File: config.mk
export PLATFORM = sky130hd
export DESIGN_NAME = vtc_param_flat
export DESIGN_NICKNAME = d
export VERILOG_FILES = /design/src/rtl/vtc_param_if.sv /design/src/rtl/vtc_param.sv /design/src/flat_wrapper.sv
export SDC_FILE = /design/constraint.sdc
export NUM_CORES = 1
export LEC_CHECK = 0
export ABC_AREA = 1
export BUFFER_PORTS_ARGS = -buffer_cell sky130_fd_sc_hd__buf_2
export CAP_MARGIN = 30
export CORE_ASPECT_RATIO = 0.5
export CORE_MARGIN = 3
export CORE_UTILIZATION = 49
export DETAILED_ROUTE_END_ITERATION = 12
export PLACE_DENSITY = 0.66
export RECOVER_POWER = 50
export SYNTH_ARGS = -nofsm -noshare
export SYNTH_HDL_FRONTEND = slang
export SYNTH_SLANG_ARGS = --single-unit
File: constraint.sdc
create_clock -name clock_in -period 14 [get_ports clock_in]
set_input_delay 1.4 -clock clock_in [delete_from_list [all_inputs] [get_ports clock_in]]
set_output_delay 1.4 -clock clock_in [all_outputs]
set_load 0.01 [all_outputs]
File: src/rtl/vtc_param_if.sv
// Video timing controller bus: runtime config handshake plus timing outputs.
// slave = the timing controller, master = the config/consumer side.
interface vtc_param_if #(
    parameter int CNT_W = 12
);
    // run control and shadow config
    logic             enable;
    logic [CNT_W-1:0] cfg_h_sync;
    logic [CNT_W-1:0] cfg_h_bp;
    logic [CNT_W-1:0] cfg_h_active;
    logic [CNT_W-1:0] cfg_h_fp;
    logic [CNT_W-1:0] cfg_v_sync;
    logic [CNT_W-1:0] cfg_v_bp;
    logic [CNT_W-1:0] cfg_v_active;
    logic [CNT_W-1:0] cfg_v_fp;
    logic             cfg_load;
    logic             cfg_pending;
    logic             cfg_err;

    // timing outputs
    logic             hsync;
    logic             vsync;
    logic             de;
    logic [CNT_W-1:0] x_pos;
    logic [CNT_W-1:0] y_pos;
    logic             line_start;
    logic             frame_start;

    modport master (
        output enable,
        output cfg_h_sync, cfg_h_bp, cfg_h_active, cfg_h_fp,
        output cfg_v_sync, cfg_v_bp, cfg_v_active, cfg_v_fp,
        output cfg_load,
        input  cfg_pending, cfg_err,
        input  hsync, vsync, de, x_pos, y_pos,
        input  line_start, frame_start
    );

    modport slave (
        input  enable,
        input  cfg_h_sync, cfg_h_bp, cfg_h_active, cfg_h_fp,
        input  cfg_v_sync, cfg_v_bp, cfg_v_active, cfg_v_fp,
        input  cfg_load,
        output cfg_pending, cfg_err,
        output hsync, vsync, de, x_pos, y_pos,
        output line_start, frame_start
    );
endinterface

File: src/rtl/vtc_param.sv
// Parametrised video timing controller with frame-boundary shadow config.
// Ports: clock_in (pixel clk), reset (async, active-low), bus (vtc_param_if.slave).
module vtc_param #(
    parameter int CNT_W    = 12,
    parameter int H_SYNC   = 96,
    parameter int H_BP     = 48,
    parameter int H_ACTIVE = 640,
    parameter int H_FP     = 16,
    parameter int V_SYNC   = 2,
    parameter int V_BP     = 33,
    parameter int V_ACTIVE = 480,
    parameter int V_FP     = 10,
    parameter bit HS_POL   = 1'b0,
    parameter bit VS_POL   = 1'b0
) (
    input  logic       clock_in,
    input  logic       reset,
    vtc_param_if.slave bus
);

    typedef logic [CNT_W-1:0] cnt_t;

    typedef struct packed {
        cnt_t hs;
        cnt_t hb;
        cnt_t ha;
        cnt_t hf;
        cnt_t vs;
        cnt_t vb;
        cnt_t va;
        cnt_t vf;
    } tim_t;

    localparam tim_t TIM_RST = '{
        hs: cnt_t'(H_SYNC), hb: cnt_t'(H_BP),
        ha: cnt_t'(H_ACTIVE), hf: cnt_t'(H_FP),
        vs: cnt_t'(V_SYNC), vb: cnt_t'(V_BP),
        va: cnt_t'(V_ACTIVE), vf: cnt_t'(V_FP)
    };

    localparam int SW = CNT_W + 2;

    // state
    tim_t tim_q, tim_d;
    tim_t pend_tim_q, pend_tim_d;
    logic pend_q, pend_d;
    cnt_t h_cnt_q, h_cnt_d;
    cnt_t v_cnt_q, v_cnt_d;

    // registered outputs
    logic hsync_q, hsync_d;
    logic vsync_q, vsync_d;
    logic de_q, de_d;
    cnt_t x_pos_q, x_pos_d;
    cnt_t y_pos_q, y_pos_d;
    logic line_start_q, line_start_d;
    logic frame_start_q, frame_start_d;
    logic cfg_err_q, cfg_err_d;

    // incoming config and its validation
    tim_t           cfg_in;
    logic [SW-1:0]  h_sum;
    logic [SW-1:0]  v_sum;
    logic           cfg_ok;

    assign cfg_in = '{
        hs: bus.cfg_h_sync, hb: bus.cfg_h_bp,
        ha: bus.cfg_h_active, hf: bus.cfg_h_fp,
        vs: bus.cfg_v_sync, vb: bus.cfg_v_bp,
        va: bus.cfg_v_active, vf: bus.cfg_v_fp
    };

    // sums carry two extra bits so overflow of the totals is visible
    assign h_sum = SW'(cfg_in.hs) + SW'(cfg_in.hb)
                 + SW'(cfg_in.ha) + SW'(cfg_in.hf);
    assign v_sum = SW'(cfg_in.vs) + SW'(cfg_in.vb)
                 + SW'(cfg_in.va) + SW'(cfg_in.vf);

    assign cfg_ok = (cfg_in.hs != '0) && (cfg_in.hb != '0)
                 && (cfg_in.ha != '0) && (cfg_in.hf != '0)
                 && (cfg_in.vs != '0) && (cfg_in.vb != '0)
                 && (cfg_in.va != '0) && (cfg_in.vf != '0)
                 && (h_sum[SW-1:CNT_W] == 2'b00)
                 && (v_sum[SW-1:CNT_W] == 2'b00);

    // working timing decode (totals cannot overflow: validated on load)
    cnt_t h_tot, v_tot;
    cnt_t h_lo, h_hi, v_lo, v_hi;
    logic h_last, v_last, wrap;
    logic h_act, v_act;

    assign h_tot  = tim_q.hs + tim_q.hb + tim_q.ha + tim_q.hf;
    assign v_tot  = tim_q.vs + tim_q.vb + tim_q.va + tim_q.vf;
    assign h_lo   = tim_q.hs + tim_q.hb;
    assign h_hi   = h_lo + tim_q.ha;
    assign v_lo   = tim_q.vs + tim_q.vb;
    assign v_hi   = v_lo + tim_q.va;
    assign h_last = (h_cnt_q == h_tot - cnt_t'(1));
    assign v_last = (v_cnt_q == v_tot - cnt_t'(1));
    assign wrap   = h_last && v_last;
    assign h_act  = (h_cnt_q >= h_lo) && (h_cnt_q < h_hi);
    assign v_act  = (v_cnt_q >= v_lo) && (v_cnt_q < v_hi);

    always_comb begin
        tim_d         = tim_q;
        pend_tim_d    = pend_tim_q;
        pend_d        = pend_q;
        h_cnt_d       = '0;
        v_cnt_d       = '0;
        hsync_d       = ~HS_POL;
        vsync_d       = ~VS_POL;
        de_d          = 1'b0;
        x_pos_d       = '0;
        y_pos_d       = '0;
        line_start_d  = 1'b0;
        frame_start_d = 1'b0;
        cfg_err_d     = 1'b0;

        if (bus.enable) begin
            h_cnt_d = h_last ? '0 : h_cnt_q + cnt_t'(1);
            v_cnt_d = v_cnt_q;
            if (h_last) begin
                v_cnt_d = v_last ? '0 : v_cnt_q + cnt_t'(1);
            end

            // pending set is swapped in exactly as the counters hit (0,0)
            if (wrap && pend_q) begin
                tim_d  = pend_tim_q;
                pend_d = 1'b0;
            end

            hsync_d       = (h_cnt_q < tim_q.hs) ? HS_POL : ~HS_POL;
            vsync_d       = (v_cnt_q < tim_q.vs) ? VS_POL : ~VS_POL;
            de_d          = h_act && v_act;
            x_pos_d       = (h_act && v_act) ? h_cnt_q - h_lo : '0;
            y_pos_d       = v_act ? v_cnt_q - v_lo : '0;
            line_start_d  = (h_cnt_q == '0);
            frame_start_d = (h_cnt_q == '0) && (v_cnt_q == '0);
        end

        // a load on the wrap cycle lands in pending after the old set moved out
        if (bus.cfg_load) begin
            if (cfg_ok) begin
                pend_tim_d = cfg_in;
                pend_d     = 1'b1;
            end else begin
                cfg_err_d  = 1'b1;
            end
        end
    end

    always_ff @(posedge clock_in or negedge reset) begin
        if (!reset) begin
            tim_q         <= TIM_RST;
            pend_tim_q    <= '0;
            pend_q        <= 1'b0;
            h_cnt_q       <= '0;
            v_cnt_q       <= '0;
            hsync_q       <= ~HS_POL;
            vsync_q       <= ~VS_POL;
            de_q          <= 1'b0;
            x_pos_q       <= '0;
            y_pos_q       <= '0;
            line_start_q  <= 1'b0;
            frame_start_q <= 1'b0;
            cfg_err_q     <= 1'b0;
        end else begin
            tim_q         <= tim_d;
            pend_tim_q    <= pend_tim_d;
            pend_q        <= pend_d;
            h_cnt_q       <= h_cnt_d;
            v_cnt_q       <= v_cnt_d;
            hsync_q       <= hsync_d;
            vsync_q       <= vsync_d;
            de_q          <= de_d;
            x_pos_q       <= x_pos_d;
            y_pos_q       <= y_pos_d;
            line_start_q  <= line_start_d;
            frame_start_q <= frame_start_d;
            cfg_err_q     <= cfg_err_d;
        end
    end

    assign bus.hsync       = hsync_q;
    assign bus.vsync       = vsync_q;
    assign bus.de          = de_q;
    assign bus.x_pos       = x_pos_q;
    assign bus.y_pos       = y_pos_q;
    assign bus.line_start  = line_start_q;
    assign bus.frame_start = frame_start_q;
    assign bus.cfg_pending = pend_q;
    assign bus.cfg_err     = cfg_err_q;

endmodule

File: src/flat_wrapper.sv
// flat-port wrapper written by rule: the top's interface ports become plain ports
module vtc_param_flat 
#(
    parameter int CNT_W    = 12,
    parameter int H_SYNC   = 96,
    parameter int H_BP     = 48,
    parameter int H_ACTIVE = 640,
    parameter int H_FP     = 16,
    parameter int V_SYNC   = 2,
    parameter int V_BP     = 33,
    parameter int V_ACTIVE = 480,
    parameter int V_FP     = 10,
    parameter bit HS_POL   = 1'b0,
    parameter bit VS_POL   = 1'b0
)
  (clock_in, reset, bus_enable, bus_cfg_h_sync, bus_cfg_h_bp, bus_cfg_h_active, bus_cfg_h_fp, bus_cfg_v_sync, bus_cfg_v_bp, bus_cfg_v_active, bus_cfg_v_fp, bus_cfg_load, bus_cfg_pending, bus_cfg_err, bus_hsync, bus_vsync, bus_de, bus_x_pos, bus_y_pos, bus_line_start, bus_frame_start);
  vtc_param_if #(.CNT_W(CNT_W)) bus_i ();
  input  logic clock_in;
  input  logic reset;
  input wire logic [$bits(bus_i.enable)-1:0] bus_enable;
  input wire logic [$bits(bus_i.cfg_h_sync)-1:0] bus_cfg_h_sync;
  input wire logic [$bits(bus_i.cfg_h_bp)-1:0] bus_cfg_h_bp;
  input wire logic [$bits(bus_i.cfg_h_active)-1:0] bus_cfg_h_active;
  input wire logic [$bits(bus_i.cfg_h_fp)-1:0] bus_cfg_h_fp;
  input wire logic [$bits(bus_i.cfg_v_sync)-1:0] bus_cfg_v_sync;
  input wire logic [$bits(bus_i.cfg_v_bp)-1:0] bus_cfg_v_bp;
  input wire logic [$bits(bus_i.cfg_v_active)-1:0] bus_cfg_v_active;
  input wire logic [$bits(bus_i.cfg_v_fp)-1:0] bus_cfg_v_fp;
  input wire logic [$bits(bus_i.cfg_load)-1:0] bus_cfg_load;
  output wire logic [$bits(bus_i.cfg_pending)-1:0] bus_cfg_pending;
  output wire logic [$bits(bus_i.cfg_err)-1:0] bus_cfg_err;
  output wire logic [$bits(bus_i.hsync)-1:0] bus_hsync;
  output wire logic [$bits(bus_i.vsync)-1:0] bus_vsync;
  output wire logic [$bits(bus_i.de)-1:0] bus_de;
  output wire logic [$bits(bus_i.x_pos)-1:0] bus_x_pos;
  output wire logic [$bits(bus_i.y_pos)-1:0] bus_y_pos;
  output wire logic [$bits(bus_i.line_start)-1:0] bus_line_start;
  output wire logic [$bits(bus_i.frame_start)-1:0] bus_frame_start;
  assign bus_i.enable = bus_enable;
  assign bus_i.cfg_h_sync = bus_cfg_h_sync;
  assign bus_i.cfg_h_bp = bus_cfg_h_bp;
  assign bus_i.cfg_h_active = bus_cfg_h_active;
  assign bus_i.cfg_h_fp = bus_cfg_h_fp;
  assign bus_i.cfg_v_sync = bus_cfg_v_sync;
  assign bus_i.cfg_v_bp = bus_cfg_v_bp;
  assign bus_i.cfg_v_active = bus_cfg_v_active;
  assign bus_i.cfg_v_fp = bus_cfg_v_fp;
  assign bus_i.cfg_load = bus_cfg_load;
  assign bus_cfg_pending = bus_i.cfg_pending;
  assign bus_cfg_err = bus_i.cfg_err;
  assign bus_hsync = bus_i.hsync;
  assign bus_vsync = bus_i.vsync;
  assign bus_de = bus_i.de;
  assign bus_x_pos = bus_i.x_pos;
  assign bus_y_pos = bus_i.y_pos;
  assign bus_line_start = bus_i.line_start;
  assign bus_frame_start = bus_i.frame_start;
  vtc_param #(.CNT_W(CNT_W), .H_SYNC(H_SYNC), .H_BP(H_BP), .H_ACTIVE(H_ACTIVE), .H_FP(H_FP), .V_SYNC(V_SYNC), .V_BP(V_BP), .V_ACTIVE(V_ACTIVE), .V_FP(V_FP), .HS_POL(HS_POL), .VS_POL(VS_POL)) u_core (.clock_in(clock_in), .reset(reset), .bus(bus_i));
endmodule
Word level (Yosys, flattened, before mapping)

Cells that the tools add are included.

Register bits after elaboration: 247
Input port bits: 100
Output and inout bits: 31
Word-level logic and storage cells: 105

$add $sub $neg: 18
Magnitude comparators: 6
Equal/unequal tests: 3
Muxes and demuxes: 22
Reductions and logical operators: 29

Operators by type and width:

| kind                                                   | count |
|---|---|
| 2-to-1 mux 12 bit                                      | 9 |
| nonzero test 12 bit                                    | 8 |
| adder 12 bit                                           | 6 |
| adder 14 x 12 -> 14 bit                                | 4 |
| < comparator 12 bit                                    | 4 |
| adder 12 x 12 -> 13 bit                                | 2 |
| adder 12 x 1 -> 12 bit (second input constant)         | 2 |
| equality test 12 bit                                   | 2 |
| greater-or-equal comparator 12 bit                     | 2 |
| zero test 12 bit                                       | 2 |
| subtractor 12 x 1 -> 12 bit (second input constant)    | 2 |
| subtractor 12 bit                                      | 2 |
| logical AND 1 bit                                      | 15 |
| 2-to-1 mux 1 bit                                       | 13 |
| zero test 2 bit                                        | 2 |
| AND reduction 2 bit                                    | 2 |
| inequality test 2 x 1 -> 1 bit (second input constant) | 1 |

Depth between registers and ports, before layout

Gate-level depths: netlist (run 1).

Depth after elaboration: 12
Gate-level depth with buffers: 35
Depth with buffers taken out: 33

Worst setup path before layout (run 1)

Ideal clock, no wire load.

Kind: input to register
Start point: in bus_cfg_v_bp[0]
End point: reg u_core.pend_tim_q[2] (netlist bit)
Library setup time: 0.130 ns
Data arrival time: 5.280 ns
Required time: 13.870 ns
Path slack: 8.589 ns
Stages on the path: 23
Buffers on the path: 2
Path through: ha_1 > fa_1 > a21oi_1 > o21bai_1 > nand2_1 > o311ai_0 > a21oi_1 > o21bai_1 > xor2_1 > fa_1 > inv_1 > ha_1 > a21o_1 > a21oi_1 > inv_1 > a221oi_1 > nand2_1 > nor3b_1 > nand3_1 > clkbuf_1 > clkbuf_1 > nand2_1 > o21ai_0

Cells in the longest elaborated chain, start to end: 7
Elaborated cells on any way between the ends: 11
Those cells by class: 3 x add/sub; 8 x reduce/logical

Ends and longest elaborated chain:

| item                                                                            | RTL line           | RTL |
|---|---|---|
| start: declaration                                                              | flat_wrapper.sv:26 | `input wire logic [$bits(bus_i.cfg_v_bp)-1:0] bus_cfg_v_bp;` |
| parallel branches: the longest is 5 deep, another holds adder 14 x 12 -> 14 bit | n/a                |  |
| logical AND 1 bit *                                                             | vtc_param.sv:84    | `&& (v_sum[SW-1:CNT_W] == 2'b00);` |
| AND reduction 2 bit (no line) *                                                 | n/a                |  |
| end signal: assignment                                                          | vtc_param.sv:169   | `pend_tim_q <= pend_tim_d;` |
| end: declaration                                                                | vtc_param.sv:45    | `tim_t pend_tim_q, pend_tim_d;` |

Every way passes the cells marked *.
A chain may end at the register's enable or synchronous reset.

==> qor.csv, run 1 <==
stage,metric,value,unit
outcome,status,"complete, but fails checks",
outcome,failing_checks,"capacitance limit, slew limit",
route,drt-total-wl,46400,µm
route,first_pass_iteration_count_of_the_detailed_router,5,
worst_setup_path,cp.required,14.64,ns
worst_setup_path,worstPathCellList,"clkbuf_1, clkbuf_1, clkbuf_1, buf_16",
hold_path,hold_depth,2,
place,gp_routability_congestion,0.896,
worst_setup_path,critical_path.reg2reg.startpoint,u_core.tim_q[72],
clock_network,holdBufCountCts,0,
worst_setup_path,cp-start-kind,input pin,
synth,synth-seq-cells,247,
grt,antenna_violations_before_repair,0,
hold_path,timing.hold.worst_endpoint,u_core.tim_q[3],
route,drc_errors,0,
clock_network,clockBufferDepth,3,
worst_setup_path,timing.critical_path.slowest_stage_cell,sky130_fd_sc_hd__clkbuf_1,
route,routed_wire_length_per_instance,16.3,µm
sta,slew_headroom,-3.07,
worst_setup_path,crit_path_frequent_cell,sky130_fd_sc_hd__clkbuf_1,
grt,grt_first_pass_wirelength,75700,µm
floorplanning,top_level_ports,131,
worst_setup_path,rrSetupSlack,7.30,ns
synth,synthDominantCellAreaShare,0.321,
power,power.density,101,nW/µm²
route,vias,15000,
floorplanning,floorplan.initialDensity,0.508,
finish,drive_above_1_share,0.0744,
grt,globalRouteTotalUtil,0.239,
clock_network,clock_sinks,247,
place,dp.cells,2809,
sta,pins_over_slew_limit,174,
synth,synthDistinctLibCells,41,
power,p_leak,10.6,nW
worst_setup_path,cp_num_cells,4,
clock_network,cts_tree,yes,
finish,layout.filler_cells,3389,
finish,diodes,0,
worst_setup_path,path_delay_family,buffers and inverters,
grt,pin_count_of_the_biggest_net_entering_global_routing,114,
sta,setup_repair_after_global_routing_missed_its_margin,no,
power,ir_drop,0.0000665,V
sta,worst_margin_pin_slew,6.10,ns
worst_setup_path,logic_depth_of_the_worst_register_to_register_path,27,
sta,achievable-frequency,0.116,GHz
clock_network,worst_setup_hold_path_clk_slew,0.07,ns
sta,setup_total_negative_slack,0,ns
place,place_hpwl,36600,µm
sta,setup_viol,0,
floorplanning,die_width,276,µm
sta,period_share,0.618,
worst_setup_path,crit_arrival,9.28,ns
worst_setup_path,endpoint_kind,async pin,
synth,seq_area_frac_synth,0.347,
grt,overflow,0,
flow_run,max_cap_viol_count,2,
finish,nNetsFinal,2696,
floorplanning,coreArea,35200,µm²
worst_setup_path,critical_path_buf_inv_count,4,
finish,final_cell_mix,"sky130_fd_sc_hd__nand2_1 (527), sky130_fd_sc_hd__inv_1 (385), sky130_fd_sc_hd__dfrtp_1 (228), sky130_fd_sc_hd__ha_1 (204), sky130_fd_sc_hd__o21ai_0 (135)",
floorplanning,design.die.area,38900,µm²
clock_network,numCtsBuffers,24,
route,detail_route.iter0.violations,990,
finish,commonest_non_fill_non_tap_cell_in_the_layout,sky130_fd_sc_hd__nand2_1,
hold_path,hold_removal_path_class,flop to flop,
clock_network,clock_latency_reported_for_the_late_side_of_the_worst_skew_pair,0.53,ns
clock_network,cts-htree-levels,1,
clock_network,cell_at_the_root_of_the_clock_tree,sky130_fd_sc_hd__clkbuf_16,
synth,syn-mean-instance-area,7.89,µm²
route,final_antenna_net_count,0,
synth,yosys_warnings,0,
synth,synth_largest_area_cell,sky130_fd_sc_hd__dfrtp_1,
clock_network,cts.repair_timing.setup_buffer_count,0,
finish,finish.cell_count_without_fillers,2853,
worst_setup_path,worst_path_largest_cell_delay,4.17,ns
worst_setup_path,worstPathMaxFanout,111,
floorplanning,die_ht,141,µm
route,vias_per_cell,5.26,
floorplanning,core.rowCount,48,
grt,first_global_vias,14200,
worst_setup_path,timing.rr.end,u_core.tim_q[62],
hold_path,worstHoldStart,u_core.tim_q[3],
finish,areaGrowthSynthToFinish,10.0,%
place,port_buffers,130,
synth,synth.net_count,2601,
sta,post_layout_min_period,8.65,ns
synth,netlist_area,17900,µm²
synth,synthesis.instances,2265,
power,post_layout_power,1.98,mW
sta,timing_hold_violations_final,0,
synth,ys_top_cells_by_area,"sky130_fd_sc_hd__dfrtp_1 (32%), sky130_fd_sc_hd__ha_1 (14%), sky130_fd_sc_hd__nand2_1 (11%)",
clock_network,cts.repair.resized,0,
sta,finClkSkew,0.0102,ns
worst_setup_path,setup.worst_path.class,input pin to async pin,
## kinds of logic (layout without fill, tap and decap cells)
kind of cell | count (synthesis) | after routing | share of synthesized area
buffers and inverters | 456 | 569 | 0.0992
AO/OA/AOI/OAI | 319 | 319 | 0.0991
flip-flops | 247 | 247 | 0.347
XOR/XNOR | 104 | 104 | 0.0517
adder cells (fa/ha/maj) | 236 | 236 | 0.179
AND/OR/NAND/NOR | 903 | 903 | 0.224
## where the power goes
part	switching [mW]	internal, mW	total, mW
sequential	0.102	0.842	0.944
clock	0.283	0.386	0.669
combinational	0.231	0.137	0.368
## synthesized netlist by cell type
master	number
sky130_fd_sc_hd__buf_2	10
sky130_fd_sc_hd__a221oi_1	3
sky130_fd_sc_hd__o2111ai_1	1
sky130_fd_sc_hd__xnor2_1	30
sky130_fd_sc_hd__fa_1	32
sky130_fd_sc_hd__nand4_1	126
sky130_fd_sc_hd__or2_2	4
sky130_fd_sc_hd__o21bai_1	19
sky130_fd_sc_hd__buf_4	3
sky130_fd_sc_hd__nor2_4	2
sky130_fd_sc_hd__a21oi_1	117
sky130_fd_sc_hd__nor3_1	34
sky130_fd_sc_hd__dfstp_2	18
sky130_fd_sc_hd__nor2_1	88
sky130_fd_sc_hd__o21ai_0	135
sky130_fd_sc_hd__inv_1	385
sky130_fd_sc_hd__a31o_2	3
sky130_fd_sc_hd__nand3_1	79
sky130_fd_sc_hd__buf_1	4
sky130_fd_sc_hd__buf_6	5
sky130_fd_sc_hd__ha_1	204
sky130_fd_sc_hd__o221ai_1	5
sky130_fd_sc_hd__o211ai_1	5
sky130_fd_sc_hd__o311ai_0	2
sky130_fd_sc_hd__xor2_1	73
sky130_fd_sc_hd__o31ai_1	2
sky130_fd_sc_hd__a21o_1	11
sky130_fd_sc_hd__clkbuf_1	47
sky130_fd_sc_hd__nor4_1	23
sky130_fd_sc_hd__nand2_1	527
sky130_fd_sc_hd__nand3b_1	16
sky130_fd_sc_hd__a21oi_2	2
sky130_fd_sc_hd__nor3b_1	2
sky130_fd_sc_hd__dfrtp_1	229
sky130_fd_sc_hd__o21ai_1	3
sky130_fd_sc_hd__inv_2	2
sky130_fd_sc_hd__a31oi_1	5
sky130_fd_sc_hd__o21a_1	1
sky130_fd_sc_hd__a211oi_1	5
sky130_fd_sc_hd__nand3_2	2
sky130_fd_sc_hd__xnor3_1	1
## metrics by stage
step	hold WS [ns]	util	instance area (µm²)	worst slack [ns]
after floorplan	0.442	-	17900	8.59
after global routing	0.485	0.559	19700	3.71
after CTS	0.467	0.561	19700	7.31
final	0.464	0.559	19700	5.35
after detailed placement	0.456	0.538	18900	7.03
after global placement	0.453	0.536	18900	7.20
## state kept, by name, summed over array words and instances (netlist names)
| name | count |
|---|---|
| u_core.bus.line_start | 1 |
| u_core.bus.x_pos | 12 |
| u_core.tim_q | 96 |
| u_core.pend_tim_q | 96 |
| u_core.bus.frame_start | 1 |
| u_core.h_cnt_q | 12 |
| u_core.bus.de | 1 |
| u_core.bus.cfg_err | 1 |
| u_core.bus.hsync | 1 |
| u_core.bus.vsync | 1 |
| u_core.bus.cfg_pending | 1 |
| u_core.bus.y_pos | 12 |
| u_core.v_cnt_q | 12 |
## cell type report
class | count | area, µm² | area share
timing repair buffer | 138 | 696 | 0.0354
inverter | 387 | 1450 | 0.0739
clock buffer | 35 | 703 | 0.0358
clock inverter | 9 | 101 | 0.00515
multi-input combinational | 1562 | 9920 | 0.504
tap | 475 | 594 | 0.0302
sequential | 247 | 6200 | 0.315
## tightest hold or removal path: stages, from the launching register on
cell,delay [ns]
sky130_fd_sc_hd__dfstp_2,0.37
sky130_fd_sc_hd__nand2_1,0.05
sky130_fd_sc_hd__nand2_1,0.04
## metal layers
layer | track usage | up-vias | routed length (µm)
met5 | 0 | - | 0
met1 | 0.356 | 7057 | 22900
met4 | 0.0419 | 0 | 845
li1 | - | 7625 | -
met2 | 0.376 | 267 | 20700
met3 | 0.0346 | 50 | 1950
## how the worst max path moves through the flow
stage	from	endpoint
3_5_place_dp	bus_cfg_v_bp[0]	u_core.pend_tim_q[62]
3_3_place_gp	bus_cfg_v_bp[0]	u_core.pend_tim_q[48]
2_1_floorplan	bus_cfg_v_bp[0]	u_core.pend_tim_q[2]
6_report	reset	u_core.tim_q[20]
4_1_cts	u_core.tim_q[72]	u_core.tim_q[62]
5_1_grt	reset	u_core.tim_q[20]
No activity file was read; power rests on OpenSTA's default activity.
==> inputs of run 2 (changes only) <==
--- a/config.mk
+++ b/config.mk
@@ -5,14 +5,14 @@
 export SDC_FILE = /design/constraint.sdc
 export NUM_CORES = 1
 export LEC_CHECK = 0
-export ABC_AREA = 1
+export ABC_AREA = 0
 export BUFFER_PORTS_ARGS = -buffer_cell sky130_fd_sc_hd__buf_2
 export CAP_MARGIN = 30
 export CORE_ASPECT_RATIO = 0.5
 export CORE_MARGIN = 3
 export CORE_UTILIZATION = 49
 export DETAILED_ROUTE_END_ITERATION = 12
-export PLACE_DENSITY = 0.66
+export PLACE_DENSITY = 0.69
 export RECOVER_POWER = 50
 export SYNTH_ARGS = -nofsm -noshare
 export SYNTH_HDL_FRONTEND = slang
==> constraint.sdc (replaced) <==
create_clock -name clock_in -period 7.52 [get_ports clock_in]
set_input_delay 0.752 -clock clock_in [delete_from_list [all_inputs] [get_ports clock_in]]
set_output_delay 0.752 -clock clock_in [all_outputs]
set_load 0.01 [all_outputs]
==> qor.csv, run 2 <==
stage,metric,value,unit
outcome,status,"complete, but fails checks",
outcome,failing_checks,"capacitance limit, slew limit",
place,placedInstanceArea,18700,µm²
floorplanning,die_ht,139,µm
worst_setup_path,crit_arrival,7.17,ns
worst_setup_path,cp-start-kind,flop,
power,power.density,192,nW/µm²
synth,synthesis.instances,1667,
flow_run,max_cap_viol_count,2,
floorplanning,floorplan.initialDensity,0.502,
clock_network,clock_sinks,247,
route,vias_per_cell,5.47,
finish,diodes,0,
route,final_antenna_net_count,0,
grt,antenna_violations_before_repair,0,
grt,overflow,0,
route,drt-total-wl,41600,µm
synth,seq_area_frac_synth,0.355,
synth,yosys_warnings,0,
floorplanning,top_level_ports,131,
synth,synthTopCellsByCount,"sky130_fd_sc_hd__inv_1 (230), sky130_fd_sc_hd__dfrtp_1 (229), sky130_fd_sc_hd__ha_1 (204), sky130_fd_sc_hd__mux2_2 (153)",
hold_path,hold_removal_path_class,input pin to flop,
clock_network,cell_at_the_root_of_the_clock_tree,sky130_fd_sc_hd__clkbuf_16,
clock_network,cts.repair.resized,0,
hold_path,timing.hold.worst_endpoint,u_core.bus.cfg_err,
sta,setup_viol,0,
clock_network,cts_tree,yes,
clock_network,numCtsBuffers,25,
route,drc_errors,0,
sta,final.hold.worst_slack,0.470,ns
finish,final_util,0.560,
worst_setup_path,rrSetupSlack,0.76,ns
synth,yosys_most_used_dff,sky130_fd_sc_hd__dfrtp_1,
synth,netlist_area,17500,µm²
synth,library_cell_with_the_highest_instance_count_after_synthesis,sky130_fd_sc_hd__inv_1,
clock_network,worst_setup_hold_path_clk_slew,0.07,ns
power,post_layout_power,3.74,mW
worst_setup_path,timing.rr.end,u_core.tim_q[81],
hold_path,worstHoldStart,bus_cfg_load,
sta,finClkSkew,0.0133,ns
worst_setup_path,worstPathMaxFanout,32,
finish,areaGrowthSynthToFinish,11.6,%
finish,commonest_non_fill_non_tap_cell_in_the_layout,sky130_fd_sc_hd__inv_1,
place,place_hpwl,32400,µm
sta,post_layout_min_period,6.76,ns
grt,first_global_vias,12800,
clock_network,clock_latency_reported_for_the_late_side_of_the_worst_skew_pair,0.54,ns
sta,slew_headroom,-2.05,
finish,final_cell_mix,"sky130_fd_sc_hd__inv_1 (230), sky130_fd_sc_hd__dfrtp_1 (229), sky130_fd_sc_hd__ha_1 (204), sky130_fd_sc_hd__mux2_2 (153), sky130_fd_sc_hd__buf_2 (116)",
worst_setup_path,critical_path.reg2reg.startpoint,u_core.tim_q[84],
synth,number_of_flops_mapped_to_enable_cells_by_yosys,0,
synth,syn-mean-instance-area,10.5,µm²
synth,synth-async-reset-ratio,1.00,
clock_network,clockBufferDepth,3,
worst_setup_path,setup.worst_path.class,flop to flop,
worst_setup_path,endpoint_kind,flop,
finish,drive_above_1_share,0.213,
synth,synth_largest_area_cell,sky130_fd_sc_hd__dfrtp_1,
floorplanning,die_width,273,µm
worst_setup_path,cp.required,7.94,ns
synth,synthDistinctLibCells,68,
power,ir_drop,0.000176,V
floorplanning,design.die.area,38100,µm²
clock_network,cts-htree-levels,1,
sta,achievable-frequency,0.148,GHz
route,first_pass_iteration_count_of_the_detailed_router,5,
finish,multiInputGateArea,10200,µm²
sta,timing_hold_violations_final,0,
sta,setup_total_negative_slack,0,ns
clock_network,cts.repair_timing.setup_buffer_count,0,
worst_setup_path,logic_depth_of_the_worst_register_to_register_path,25,
place,port_buffers,130,
finish,layout.filler_cells,3005,
finish,design_area,19500,µm²
route,vias,12500,
sta,period_share,0.899,
synth,ys_top_cells_by_area,"sky130_fd_sc_hd__dfrtp_1 (33%), sky130_fd_sc_hd__ha_1 (15%), sky130_fd_sc_hd__mux2_2 (9.9%)",
route,routed_wire_length_per_instance,18.2,µm
sta,worst_margin_pin_slew,4.58,ns
synth,synth.net_count,2003,
route,detail_route.iter0.violations,795,
hold_path,hold_depth,2,
synth,synth-seq-cells,247,
power,p_leak,9.57,nW
finish,layout.area.seq,6200,µm²
grt,globalRouteTotalUtil,0.225,
synth,synthDominantCellAreaShare,0.328,
grt,grt_first_pass_wirelength,68400,µm
sta,pins_over_slew_limit,250,
place,gp_routability_congestion,0.868,
floorplanning,core.rowCount,48,
floorplanning,coreArea,34800,µm²
sta,setup_repair_after_global_routing_missed_its_margin,no,
clock_network,holdBufCountCts,0,
grt,pin_count_of_the_biggest_net_entering_global_routing,165,
finish,nNetsFinal,2133,
finish,reg_top3,"u_core.pend_tim_q: 96 flops, u_core.tim_q: 96 flops",
## run 2: changes by cell type in the layout (fill, tap and decap cells not counted), sizes merged, moves of 49 or more
cell   previous run  this run
nand4           126         8
mux2              0       193
nand3            81        32
inv             387       233
xnor2            30        80
nand2           527        41
o21ai           138        63
## run 2: cell families after synthesis
| group | synth area share |
|---|---|
| compound gates | 0.111 |
| xor+xnor | 0.0641 |
| flops | 0.355 |
| buf+inv | 0.0598 |
| simple gates | 0.0920 |
| mux | 0.134 |
| fa+ha+maj | 0.184 |
## run 2: cell type report
cell class / instances / share of cell area
Multi-Input combinational cell: 1155 / 0.524
Tap cell: 475 / 0.0305
Timing Repair Buffer: 138 / 0.0381
Sequential cell: 247 / 0.318
Clock buffer: 34 / 0.0364
Inverter: 230 / 0.0443
Clock inverter: 11 / 0.00783
## run 2: metrics by stage
step	std cells	worst slack, ns
after CTS	2290	0.757
final	2290	0.761
after detailed placement	2245	0.802
after floorplan	1667	1.67
after global placement	2245	0.826
after global routing	2290	0.160
## run 2: how the worst max path moves through the flow
stage / from / endpoint / slack (ns)
after floorplan: u_core.tim_q[72] / u_core.tim_q[10] / 1.67
after detailed placement: u_core.tim_q[84] / u_core.tim_q[81] / 0.80
final: u_core.tim_q[84] / u_core.tim_q[81] / 0.76
after global placement: u_core.tim_q[72] / u_core.tim_q[81] / 0.83
after global routing: reset / u_core.tim_q[88] / 0.16
after CTS: u_core.tim_q[84] / u_core.tim_q[81] / 0.76
## run 2: power breakdown
part           leakage, nW  switching, mW  internal [mW]
logic                 5.94          0.313          0.370
clock network        0.418          0.548          0.770
registers             3.21          0.152           1.59
## run 2: per-layer routing
metal	track usage	wire length, µm	vias to the layer above
li1	-	-	6100
met1	0.305	18800	6132
met2	0.381	19800	235
met3	0.0357	1890	66
met4	0.0547	1050	0
met5	0	0	-
## run 2: worst max-delay path: stages (launching register included)
cell                       delay, ns
sky130_fd_sc_hd__dfrtp_1        0.40
sky130_fd_sc_hd__ha_1           0.23
sky130_fd_sc_hd__fa_1           0.41
sky130_fd_sc_hd__a21o_1         0.17
sky130_fd_sc_hd__a21oi_1        0.23
sky130_fd_sc_hd__o21bai_1       0.09
sky130_fd_sc_hd__a21oi_1        0.23
sky130_fd_sc_hd__o21bai_1       0.10
sky130_fd_sc_hd__a21oi_1        0.23
sky130_fd_sc_hd__o21bai_1       0.09
sky130_fd_sc_hd__a21oi_1        0.25
sky130_fd_sc_hd__xnor2_1        0.12
sky130_fd_sc_hd__ha_1           0.35
sky130_fd_sc_hd__inv_1          0.10
sky130_fd_sc_hd__or4b_2         0.66
sky130_fd_sc_hd__o311a_1        0.18
sky130_fd_sc_hd__ha_1           0.28
sky130_fd_sc_hd__inv_1          0.04
sky130_fd_sc_hd__ha_1           0.31
sky130_fd_sc_hd__xor2_1         0.16
sky130_fd_sc_hd__xnor2_1        0.16
sky130_fd_sc_hd__nor4b_1        0.36
sky130_fd_sc_hd__mux2i_2        0.13
sky130_fd_sc_hd__nand4b_4       0.58
sky130_fd_sc_hd__buf_12         0.41
sky130_fd_sc_hd__mux2_1         0.33
==> inputs of run 3 (changes only) <==
--- a/config.mk
+++ b/config.mk
@@ -13,7 +13,7 @@
 export CORE_UTILIZATION = 49
 export DETAILED_ROUTE_END_ITERATION = 12
 export PLACE_DENSITY = 0.69
-export RECOVER_POWER = 50
+export RECOVER_POWER = 25
 export SYNTH_ARGS = -nofsm -noshare
 export SYNTH_HDL_FRONTEND = slang
 export SYNTH_SLANG_ARGS = --single-unit
==> qor.csv, run 3 (same netlist as run 2, synthesis figures left out) <==
stage,metric,value,unit
flow_run,max_cap_viol_count,2,
sta,worst_margin_pin_slew,4.58,ns
outcome,failing_checks,"capacitance limit, slew limit",
route,detail_route.iter0.violations,791,
sta,finClkSkew,0.0134,ns
finish,multiInputGateArea,10200,µm²
finish,drive_above_1_share,0.220,
grt,pin_count_of_the_biggest_net_entering_global_routing,165,
floorplanning,top_level_ports,131,
finish,final_util,0.561,
power,power.switching_fraction,0.271,
sta,final.hold.worst_slack,0.470,ns
floorplanning,coreArea,34800,µm²
finish,reg_top3,"u_core.pend_tim_q: 96 flops, u_core.tim_q: 96 flops",
sta,period_share,0.899,
worst_setup_path,cp-start-kind,flop,
clock_network,holdBufCountCts,0,
route,drt-total-wl,41600,µm
route,vias,12500,
finish,nNetsFinal,2133,
finish,finish.cell_count_without_fillers,2290,
finish,layout.filler_cells,2997,
floorplanning,design.die.area,38100,µm²
floorplanning,floorplan.initialDensity,0.502,
power,power.combinational.fraction,0.183,
grt,first_global_vias,12800,
power,pwr-share-clk,0.352,
sta,setup_total_negative_slack,0,ns
sta,setup_repair_after_global_routing_missed_its_margin,no,
route,drc_errors,0,
finish,commonest_non_fill_non_tap_cell_in_the_layout,sky130_fd_sc_hd__inv_1,
place,port_buffers,130,
grt,antenna_violations_before_repair,0,
floorplanning,die_ht,139,µm
clock_network,numCtsBuffers,25,
sta,achievable-frequency,0.148,GHz
sta,post_layout_min_period,6.76,ns
sta,timing_hold_violations_final,0,
clock_network,cts-htree-levels,1,
grt,grt_first_pass_wirelength,68400,µm
clock_network,cts.repair.resized,0,
worst_setup_path,worstPathMaxFanout,32,
clock_network,clockBufferDepth,3,
finish,diodes,0,
clock_network,cell_at_the_root_of_the_clock_tree,sky130_fd_sc_hd__clkbuf_16,
finish,final_cell_mix,"sky130_fd_sc_hd__inv_1 (230), sky130_fd_sc_hd__dfrtp_1 (229), sky130_fd_sc_hd__ha_1 (204), sky130_fd_sc_hd__mux2_2 (153), sky130_fd_sc_hd__buf_2 (129)",
route,first_pass_iteration_count_of_the_detailed_router,5,
clock_network,cts.repair_timing.setup_buffer_count,0,
clock_network,worst_setup_hold_path_clk_slew,0.07,ns
route,final_antenna_net_count,0,
place,place_hpwl,32400,µm
worst_setup_path,cp.required,7.94,ns
place,dp.cells,2245,
power,p_leak,9.63,nW
grt,overflow,0,
route,routed_wire_length_per_instance,18.2,µm
route,vias_per_cell,5.48,
power,p_int,2.73,mW
sta,slew_headroom,-2.05,
worst_setup_path,endpoint_kind,flop,
clock_network,clock_latency_reported_for_the_late_side_of_the_worst_skew_pair,0.54,ns
power,switching_power,1.01,mW
floorplanning,die_width,273,µm
clock_network,clock_sinks,247,
power,ir_drop,0.000176,V
grt,globalRouteTotalUtil,0.225,
outcome,status,"complete, but fails checks",
hold_path,hold_removal_path_class,input pin to flop,
sta,pins_over_slew_limit,250,
power,power.density,192,nW/µm²
sta,setup_viol,0,
finish,layout.area.seq,6200,µm²
clock_network,cts_tree,yes,
place,gp_routability_congestion,0.868,
worst_setup_path,setup.worst_path.class,flop to flop,
worst_setup_path,crit_arrival,7.18,ns
floorplanning,core.rowCount,48,
finish,areaGrowthSynthToFinish,11.7,%
power,seq_pwr_share,0.465,
==> run 3: cell count changes in the layout (fill, tap and decap cells not counted) <==
cell	change
sky130_fd_sc_hd__buf_2	+13
sky130_fd_sc_hd__clkbuf_1	-13
==> run 3: through the flow <==
stage	worst slack, ns	total power, mW	instance area, µm²
6_report	0.759	3.74	19500
3_3_place_gp	0.826	2.42	18700
2_1_floorplan	1.67	2.19	17500
4_1_cts	0.757	3.79	19500
3_5_place_dp	0.802	2.45	18700
5_1_grt	0.160	3.95	19500
==> run 3: worst paths after layout <==
path                                  startpoint                   to  slack (ns)  depth (start not counted)
max in group asynchronous                  reset     u_core.tim_q[88]        1.49                          2
min reg2reg                u_core.pend_tim_q[94]     u_core.tim_q[94]        0.48                          1
min in group asynchronous                  reset  u_core.bus.y_pos[3]        1.83                          1
max                             u_core.tim_q[84]     u_core.tim_q[81]        0.76                         25
min                                 bus_cfg_load   u_core.bus.cfg_err        0.47                          2
max reg2reg                     u_core.tim_q[84]     u_core.tim_q[81]        0.76                         25
==> run 3: layout make-up <==
type,count,area share
clock buffers,34,0.0364
flip-flops and latches,247,0.318
multi-input cells,1155,0.524
inverters,230,0.0443
well taps,475,0.0305
clock inverters,11,0.00783
repair buffers,138,0.0389
==> run 3: layer usage <==
metal	vias up	GRT usage	routed length [µm]
met5	-	0	0
met4	0	0.0547	1050
met3	66	0.0357	1840
met2	240	0.381	19800
met1	6139	0.305	18900
li1	6099	-	-
==> run 3: power groups by stage <==
| stage | logic [mW] | clock network (mW) | registers [mW] |
|---|---|---|---|
| finish | 0.683 | 1.32 | 1.74 |
| global route | 0.768 | 1.40 | 1.77 |
| global placement | 0.661 | 0 | 1.76 |
| CTS | 0.691 | 1.35 | 1.74 |
| floorplan | 0.494 | 0 | 1.70 |
| detailed placement | 0.685 | 0 | 1.77 |
==> run 3: critical path: stages (launching register included) <==
cell and delay, ns:
sky130_fd_sc_hd__dfrtp_1 0.40, sky130_fd_sc_hd__ha_1 0.23, sky130_fd_sc_hd__fa_1 0.41, sky130_fd_sc_hd__a21o_1 0.17
sky130_fd_sc_hd__a21oi_1 0.23, sky130_fd_sc_hd__o21bai_1 0.09, sky130_fd_sc_hd__a21oi_1 0.23, sky130_fd_sc_hd__o21bai_1 0.10
sky130_fd_sc_hd__a21oi_1 0.23, sky130_fd_sc_hd__o21bai_1 0.09, sky130_fd_sc_hd__a21oi_1 0.25, sky130_fd_sc_hd__xnor2_1 0.12
sky130_fd_sc_hd__ha_1 0.35, sky130_fd_sc_hd__inv_1 0.10, sky130_fd_sc_hd__or4b_2 0.66, sky130_fd_sc_hd__o311a_1 0.18
sky130_fd_sc_hd__ha_1 0.28, sky130_fd_sc_hd__inv_1 0.04, sky130_fd_sc_hd__ha_1 0.31, sky130_fd_sc_hd__xor2_1 0.16
sky130_fd_sc_hd__xnor2_1 0.16, sky130_fd_sc_hd__nor4b_1 0.36, sky130_fd_sc_hd__mux2i_2 0.13, sky130_fd_sc_hd__nand4b_4 0.58
sky130_fd_sc_hd__buf_12 0.41, sky130_fd_sc_hd__mux2_1 0.33
